===== config.mk =====
export PLATFORM = sky130hd
export DESIGN_NAME = lsu_align_ctrl_flat
export DESIGN_NICKNAME = d
export VERILOG_FILES = /design/src/rtl/lsu_align_ctrl_if.sv /design/src/rtl/lsu_align_ctrl.sv /design/src/flat_wrapper.sv
export SDC_FILE = /design/constraint.sdc
export NUM_CORES = 1
export LEC_CHECK = 0
export ABC_CLOCK_PERIOD_IN_PS = 3500
export BUFFER_PORTS_ARGS = -buffer_cell sky130_fd_sc_hd__buf_2
export CAP_MARGIN = 20
export CELL_PAD_IN_SITES_DETAIL_PLACEMENT = 1
export CELL_PAD_IN_SITES_GLOBAL_PLACEMENT = 1
export CORE_ASPECT_RATIO = 0.8
export CORE_MARGIN = 2
export CORE_UTILIZATION = 30
export DETAILED_ROUTE_END_ITERATION = 10
export HOLD_SLACK_MARGIN = 0.05
export PLACE_DENSITY_LB_ADDON = 0.1
export SETUP_SLACK_MARGIN = 0.02
export SYNTH_ARGS = -nofsm -noshare
export SYNTH_HDL_FRONTEND = slang
export SYNTH_SLANG_ARGS = --single-unit

===== constraint.sdc =====
create_clock -name clk -period 3.5 [get_ports clk]
set_input_delay 0.35 -clock clk [delete_from_list [all_inputs] [get_ports clk]]
set_output_delay 0.35 -clock clk [all_outputs]
set_load 0.01 [all_outputs]

===== src/rtl/lsu_align_ctrl_if.sv =====
// Request, data-memory and response signals of the load/store alignment controller.
// The controller takes the slave view; the pipeline/memory environment takes the master view.
interface lsu_align_ctrl_if #(
    parameter int unsigned ADDR_W = 12
);
    logic              in_valid;
    logic              in_ready;
    logic              in_load;
    logic              in_store;
    logic [2:0]        in_funct3;
    logic [ADDR_W-1:0] in_addr;
    logic [31:0]       in_wdata;

    logic              Mem_r;
    logic              Mem_w;
    logic [ADDR_W-1:0] Mem_Addr;
    logic [31:0]       Mem_W_Data;
    logic [3:0]        Mem_W_Strb;
    logic [31:0]       Mem_R_Data;

    logic              out_valid;
    logic [31:0]       out_rdata;
    logic              out_err;

    modport master (
        output in_valid, in_load, in_store, in_funct3, in_addr, in_wdata, Mem_R_Data,
        input  in_ready, Mem_r, Mem_w, Mem_Addr, Mem_W_Data, Mem_W_Strb,
        input  out_valid, out_rdata, out_err
    );

    modport slave (
        input  in_valid, in_load, in_store, in_funct3, in_addr, in_wdata, Mem_R_Data,
        output in_ready, Mem_r, Mem_w, Mem_Addr, Mem_W_Data, Mem_W_Strb,
        output out_valid, out_rdata, out_err
    );
endinterface


===== src/rtl/lsu_align_ctrl.sv =====
// Load/store alignment controller: word-aligned big-endian memory accesses with byte strobes,
// two-cycle split for boundary-crossing accesses, registered extended load data.
module lsu_align_ctrl #(
    parameter int unsigned ADDR_W = 12
) (
    input logic             clk,
    input logic             rst_n,
    lsu_align_ctrl_if.slave bus
);

    typedef enum logic {StIdle, StSecond} state_e;

    state_e            state_q, state_d;
    logic              load_q;
    logic [2:0]        funct3_q;
    logic [1:0]        off_q;
    logic [ADDR_W-1:0] addr_q;
    logic [31:0]       wdata_q;
    logic [31:0]       partial_q;
    logic              out_valid_q;
    logic              out_err_q;
    logic [31:0]       out_rdata_q;

    logic              in_second;
    logic              cur_load;
    logic [2:0]        cur_f3;
    logic [1:0]        cur_off;
    logic [31:0]       cur_wdata;
    logic [31:0]       hi_word;
    logic [2:0]        size_n;
    logic [5:0]        pad_sh;
    logic [5:0]        off_sh;
    logic [7:0]        lane_mask;
    logic [63:0]       wr64;
    logic [31:0]       rd_top;
    logic [31:0]       rd_raw;
    logic [31:0]       load_data;
    logic              legal;
    logic              split;
    logic              done;
    logic              done_err;
    logic [31:0]       done_rdata;
    logic              capture;

    // Datapath works on the live request in IDLE and on the latched one in SECOND.
    always_comb begin
        in_second = (state_q == StSecond);
        cur_load  = in_second ? load_q   : bus.in_load;
        cur_f3    = in_second ? funct3_q : bus.in_funct3;
        cur_off   = in_second ? off_q    : bus.in_addr[1:0];
        cur_wdata = in_second ? wdata_q  : bus.in_wdata;
        hi_word   = in_second ? partial_q : bus.Mem_R_Data;

        size_n    = 3'd1 << cur_f3[1:0];
        pad_sh    = {3'd4 - size_n, 3'b000};
        off_sh    = {1'b0, cur_off, 3'b000};
        // Eight lanes spanning word A (bits 7:4) and word A+4 (bits 3:0).
        lane_mask = (8'hFF << (4'd8 - {1'b0, size_n})) >> cur_off;
        split     = |lane_mask[3:0];

        wr64      = {cur_wdata << pad_sh, 32'h0} >> off_sh;

        rd_top    = (hi_word << off_sh) | (bus.Mem_R_Data >> (6'd32 - off_sh));
        rd_raw    = rd_top >> pad_sh;
        case (cur_f3[1:0])
            2'b00:   load_data = {{24{~cur_f3[2] & rd_raw[7]}}, rd_raw[7:0]};
            2'b01:   load_data = {{16{~cur_f3[2] & rd_raw[15]}}, rd_raw[15:0]};
            default: load_data = rd_raw;
        endcase

        legal = 1'b0;
        if (bus.in_load && !bus.in_store) begin
            legal = bus.in_funct3 inside {3'b000, 3'b001, 3'b010, 3'b100, 3'b101};
        end else if (bus.in_store && !bus.in_load) begin
            legal = bus.in_funct3 inside {3'b000, 3'b001, 3'b010};
        end
    end

    always_comb begin
        state_d        = state_q;
        bus.in_ready   = 1'b0;
        bus.Mem_r      = 1'b0;
        bus.Mem_w      = 1'b0;
        bus.Mem_Addr   = '0;
        bus.Mem_W_Data = '0;
        bus.Mem_W_Strb = '0;
        done           = 1'b0;
        done_err       = 1'b0;
        done_rdata     = '0;
        capture        = 1'b0;

        case (state_q)
            StIdle: begin
                bus.in_ready = 1'b1;
                if (bus.in_valid) begin
                    if (!legal) begin
                        done     = 1'b1;
                        done_err = 1'b1;
                    end else begin
                        bus.Mem_r      = bus.in_load;
                        bus.Mem_w      = bus.in_store;
                        bus.Mem_Addr   = {bus.in_addr[ADDR_W-1:2], 2'b00};
                        bus.Mem_W_Strb = bus.in_store ? lane_mask[7:4] : 4'b0000;
                        bus.Mem_W_Data = bus.in_store ? wr64[63:32] : 32'h0;
                        if (split) begin
                            capture = 1'b1;
                            state_d = StSecond;
                        end else begin
                            done       = 1'b1;
                            done_rdata = bus.in_load ? load_data : 32'h0;
                        end
                    end
                end
            end
            StSecond: begin
                bus.Mem_r      = load_q;
                bus.Mem_w      = ~load_q;
                bus.Mem_Addr   = addr_q + ADDR_W'(4);
                bus.Mem_W_Strb = load_q ? 4'b0000 : lane_mask[3:0];
                bus.Mem_W_Data = load_q ? 32'h0 : wr64[31:0];
                done           = 1'b1;
                done_rdata     = load_q ? load_data : 32'h0;
                state_d        = StIdle;
            end
            default: state_d = StIdle;
        endcase

        // A reset cycle never issues an access, including an abandoned second half.
        if (!rst_n) begin
            bus.in_ready = 1'b0;
            bus.Mem_r    = 1'b0;
            bus.Mem_w    = 1'b0;
        end
    end

    always_ff @(posedge clk) begin
        if (!rst_n) begin
            state_q     <= StIdle;
            load_q      <= 1'b0;
            funct3_q    <= 3'b000;
            off_q       <= 2'b00;
            addr_q      <= '0;
            wdata_q     <= '0;
            partial_q   <= '0;
            out_valid_q <= 1'b0;
            out_err_q   <= 1'b0;
            out_rdata_q <= '0;
        end else begin
            state_q     <= state_d;
            out_valid_q <= done;
            out_err_q   <= done_err;
            if (done) begin
                out_rdata_q <= done_rdata;
            end
            if (capture) begin
                load_q    <= bus.in_load;
                funct3_q  <= bus.in_funct3;
                off_q     <= bus.in_addr[1:0];
                addr_q    <= {bus.in_addr[ADDR_W-1:2], 2'b00};
                wdata_q   <= bus.in_wdata;
                partial_q <= bus.in_load ? bus.Mem_R_Data : 32'h0;
            end
        end
    end

    assign bus.out_valid = out_valid_q;
    assign bus.out_err   = out_err_q;
    assign bus.out_rdata = out_rdata_q;

endmodule

===== src/flat_wrapper.sv =====
// flat-port wrapper written by rule: the top's interface ports become plain ports
module lsu_align_ctrl_flat 
#(
    parameter int unsigned ADDR_W = 12
)
  (clk, rst_n, bus_in_valid, bus_in_load, bus_in_store, bus_in_funct3, bus_in_addr, bus_in_wdata, bus_Mem_R_Data, bus_in_ready, bus_Mem_r, bus_Mem_w, bus_Mem_Addr, bus_Mem_W_Data, bus_Mem_W_Strb, bus_out_valid, bus_out_rdata, bus_out_err);
  lsu_align_ctrl_if #(.ADDR_W(ADDR_W)) bus_i ();
  input logic clk;
  input logic rst_n;
  input wire logic [$bits(bus_i.in_valid)-1:0] bus_in_valid;
  input wire logic [$bits(bus_i.in_load)-1:0] bus_in_load;
  input wire logic [$bits(bus_i.in_store)-1:0] bus_in_store;
  input wire logic [$bits(bus_i.in_funct3)-1:0] bus_in_funct3;
  input wire logic [$bits(bus_i.in_addr)-1:0] bus_in_addr;
  input wire logic [$bits(bus_i.in_wdata)-1:0] bus_in_wdata;
  input wire logic [$bits(bus_i.Mem_R_Data)-1:0] bus_Mem_R_Data;
  output wire logic [$bits(bus_i.in_ready)-1:0] bus_in_ready;
  output wire logic [$bits(bus_i.Mem_r)-1:0] bus_Mem_r;
  output wire logic [$bits(bus_i.Mem_w)-1:0] bus_Mem_w;
  output wire logic [$bits(bus_i.Mem_Addr)-1:0] bus_Mem_Addr;
  output wire logic [$bits(bus_i.Mem_W_Data)-1:0] bus_Mem_W_Data;
  output wire logic [$bits(bus_i.Mem_W_Strb)-1:0] bus_Mem_W_Strb;
  output wire logic [$bits(bus_i.out_valid)-1:0] bus_out_valid;
  output wire logic [$bits(bus_i.out_rdata)-1:0] bus_out_rdata;
  output wire logic [$bits(bus_i.out_err)-1:0] bus_out_err;
  assign bus_i.in_valid = bus_in_valid;
  assign bus_i.in_load = bus_in_load;
  assign bus_i.in_store = bus_in_store;
  assign bus_i.in_funct3 = bus_in_funct3;
  assign bus_i.in_addr = bus_in_addr;
  assign bus_i.in_wdata = bus_in_wdata;
  assign bus_i.Mem_R_Data = bus_Mem_R_Data;
  assign bus_in_ready = bus_i.in_ready;
  assign bus_Mem_r = bus_i.Mem_r;
  assign bus_Mem_w = bus_i.Mem_w;
  assign bus_Mem_Addr = bus_i.Mem_Addr;
  assign bus_Mem_W_Data = bus_i.Mem_W_Data;
  assign bus_Mem_W_Strb = bus_i.Mem_W_Strb;
  assign bus_out_valid = bus_i.out_valid;
  assign bus_out_rdata = bus_i.out_rdata;
  assign bus_out_err = bus_i.out_err;
  lsu_align_ctrl #(.ADDR_W(ADDR_W)) u_core (.clk(clk), .rst_n(rst_n), .bus(bus_i));
endmodule

==> metrics.md <==
| Metric | Value |
|---|---|
| Outcome | finished, final reports clean |
| EDFF count, synth | 0 |
| Worst path max stage delay | 0.43 ns |
| Worst VDD drop | 300.4 uV |
| Largest family of logic cells by synthesized area | compound AO/OA/AOI/OAI gates |
| Crit path depth | 10 |
| Reg2reg end | u_core.bus.out_rdata[22] |
| Clk pin slew, worst setup/hold paths | 0.06 ns |
| WHS Path Cells | 3 |
| Hold Path End | u_core.wdata_q[29] |
| Switch Pwr | 0.001317 W |
| Multi-input gate area | 0.005922 sq mm |
| Flop pwr share | 32.0% |
| Pwr/cell area | 394.4 mW/mm^2 |
| Xor/xnor share of the synthesized area | 1.010% |
| Via-per-instance ratio | 5.686 |
| Number of global-route vias before repair | 9485 |
| Share of the synthesized area in the top cell type | 26.56% |
| Combinational power share | 22.7% |
| CTS Sinks | 115 |
| Htree depth | 4 |
| DRT Pass-1 Iters | 4 |
| Fin area | 0.01067 sq mm |
| Worst EP required | 3.15 ns |
| Worst-Skew Late Latency | 0.44 ns |
| Slew @ Worst Pin | 1.141 ns |
| Grt total ovfl | 0 |
| Placed Area | 0.009970 sq mm |
| Num CTS Buffers | 17 |
| Main synth FF type | dfxtp_1 |
| Final Hold Violating Endpoints | 0 |
| Post-synthesis cell area | 0.008668 sq mm |
| Final ANT Viol Nets | 0 |
| CP Buf/Inv Count | 3 |
| Post-layout total power | 0.004208 W |
| Top-Level Pins | 169 |
| Synth Area in Adders | 1.155% |
| Compound-Gate Fraction of Synth Area | 28.80% |
| CP max stage cell | dfxtp_4 |
| Leakage | 4.011 nW |
| Max-cap check violation count | 0 |
| Worst hold path class | in2reg |
| Largest net degree at the start of global routing | 53 |
| Nets@finish | 1395 |
| Post-synthesis mux area share | 15.18% |
| Tmin final | 3.397 ns |
| CORE AREA | 0.02835 sq mm |
| Sequential cell area fraction in the yosys report | 26.56% |
| Remaining routing DRC violations | 0 |
| Number of filler cells placed in the layout | 3499 |
| Critical Path AT | 3.05 ns |
| Crit-path leading delay family | compound AO/OA/AOI/OAI gates |
| Floorplan row count | 55 |
| # setup viols final | 0 |
| Startpoint Class | flip-flop |
| First-pass GRT wire length | 59000 microns |
| Die height | 156.0 microns |
| Sw Share | 31.31% |
| R2R setup slack | 0.37 ns |
| DR vias | 9586 |
| Hold_sp | bus_in_wdata[29] |
| Total die area | 0.03028 sq mm |
| WL per Instance | 22.88 microns |
| Synth area leader | dfxtp_1 |
| CP Class | reg2out |
| Largest cells by area after synthesis | dfxtp_1, a21oi_1, nand2_1 |
| # port buffers | 166 |
| CP Capture Type | output port |
| Pre-CTS WS | 0.3588 ns |
| Gpl congestion | 0.8574 |
| Distinct cells, synth | 60 |
| CTS Root Cell | clkbuf_16 |
| Post-synthesis simple-gate area fraction | 21.06% |
| Ys Warns | 0 |
| Cell-by-cell trace of the critical path | mux2i_4, ha_2, clkinvlp_4, buf_12, nand2_1, o211ai_1, a21oi_1, a21oi_1, a21oi_1, buf_2 |
| Synth Area per Inst | 7.390 sq um |
| Synth Register Bits | 115 |
| Clk_skew | 0.009562 ns |
| Post-synth ARST share | 0% |
| Share of cells above drive strength 1 | 25.40% |
| Setup_tns | 0 ns |
| Initial Util | 30.57% |
| Layout area overhead | 23.07% |
| DRT iter0 DRCs | 639 |
| CTS tree | yes |
| Detailed Route WL | 38580 microns |
| Worst R2R Path Depth | 9 |
| CTS Buffer Depth | 2 |
| Clock power frac | 45.3% |
| Slew headroom | 23.64% |
| Most used cell, CP | a21oi_1 |
| Post-DP HPWL | 28180 microns |
| Die Width | 194.0 microns |
| Initial antenna violation count | 2 |
| Tot GR Track Use | 25.21% |
| Max Slew Vio Count | 0 |
| Fmax | 294.3 MHz |
| Internal | 0.002890 W |
| Final Cycle Share | 97.07% |
| Reg2reg start | u_core.in_second |
| Post-synthesis cell count | 1173 |
| Final worst setup slack | 0.1026 ns |
| Register Area | 0.002306 sq mm |
| Max FO, Critical Path | 9 |
[synth_stat cells, types with 4 or more instances]
cell type,instances
nand2_1,208
a21oi_1,170
dfxtp_1,115
nor2_1,62
mux2i_1,58
nand3_1,55
clkbuf_1,54
mux2_2,48
o21ai_0,35
a211oi_1,30
buf_2,30
o22ai_1,29
nor2b_1,27
nor3_1,27
a22o_1,16
inv_1,16
buf_1,15
o211ai_1,14
a221o_1,12
a22oi_1,12
o2bb2ai_1,10
o31ai_1,10
and3_1,9
o221ai_1,9
a21o_1,8
ha_1,8
mux4_2,8
a2bb2oi_1,7
a32o_1,6
nand2b_1,6
buf_4,5
xnor2_1,5
xor2_1,5
o21a_1,4
[registers in the layout, indices dropped and copies added, names as in the netlist]
name and count:
u_core.funct3_q 3, u_core.bus.out_err 1, u_core.load_q 1, u_core.wdata_q 32
u_core.bus.out_valid 1, u_core.bus.out_rdata 32, u_core.partial_q 32, u_core.off_q 2
u_core.addr_q 10, u_core.in_second 1
[power by group through the flow]
stage	registers [W]	logic (W)	clock network [W]
floorplan	0.00137	0.000559	0
global placement	0.00137	0.000920	0
detailed placement	0.00137	0.000924	0
CTS	0.00135	0.000930	0.00194
global route	0.00135	0.00103	0.00200
finish	0.00135	0.000956	0.00191
[tightest hold or removal path, delay by kind of cell]
family	cells	cell delay [ns]
buffers and inverters	1	0.11
AND/OR/NAND/NOR	1	0.05
AO/OA/AOI/OAI	1	0.05
[final cells by class]
type | count | share of cell area, %
Sequential cell | 115 | 21.62
Timing Repair Buffer | 216 | 12.05
Antenna cell | 1 | 0.02346
Clock inverter | 9 | 1.443
Tap cell | 370 | 4.340
Multi-Input combinational cell | 935 | 55.51
Clock buffer | 22 | 4.351
Inverter | 18 | 0.6685
[per-layer routing]
layer  GRT usage [%]  up-vias  routed length [microns]
li1                -     4534                        -
met5               0        -                       11
met1           37.49     4725                    19730
met4           5.267        2                      381
met2           35.99      295                    15730
met3           6.680       30                     2728
[worst max path at each step]
stage / from / endpoint / slack [ns]
floorplan: u_core.in_second / u_core.bus.out_rdata[16] / 0.05
global placement: u_core.in_second / u_core.bus.out_rdata[22] / 0.42
detailed placement: u_core.in_second / u_core.bus.out_rdata[22] / 0.36
CTS: u_core.in_second / bus_Mem_W_Data[30] / 0.03
global route: u_core.in_second / bus_Mem_W_Data[22] / -0.0008
finish: u_core.in_second / bus_Mem_W_Data[6] / 0.10
[cells in the final DEF, fill, tap and decap left out, types with 25 or more instances in the layout]
| cell type | instances |
|---|---|
| nand2_1 | 208 |
| a21oi_1 | 166 |
| buf_2 | 166 |
| dfxtp_1 | 114 |
| nor2_1 | 59 |
| mux2i_1 | 56 |
| nand3_1 | 53 |
| mux2_2 | 48 |
| buf_4 | 43 |
| o21ai_0 | 35 |
| a211oi_1 | 30 |
| o22ai_1 | 29 |
| nor2b_1 | 26 |
| nor3_1 | 25 |
[stage by stage]
step           hold slack, ns  util [%]  cells
3_5_place_dp           0.4447     35.16   1653
2_1_floorplan          0.4284         -   1174
4_1_cts                0.1475     37.36   1684
6_report               0.1576     37.63   1686
3_3_place_gp           0.4369     35.16   1653
5_1_grt                0.1525     37.62   1685
[timing repair]
action                                  CTS  global route
endpoints found under the setup margin    9            30
buffers inserted                          0             1
resized for setup                         1            14
hold buffers                              0             0
pin swaps                                 0             1
[cell families (layout without fill, tap and decap cells)]
group	Yosys count	count (layout)
buf+inv	124	265
fa+ha+maj	8	8
simple gates	412	412
flops	115	115
mux	115	115
compound gates	388	388
other cells	1	3
xor+xnor	10	10
No activity file was read; power rests on OpenSTA's default activity.
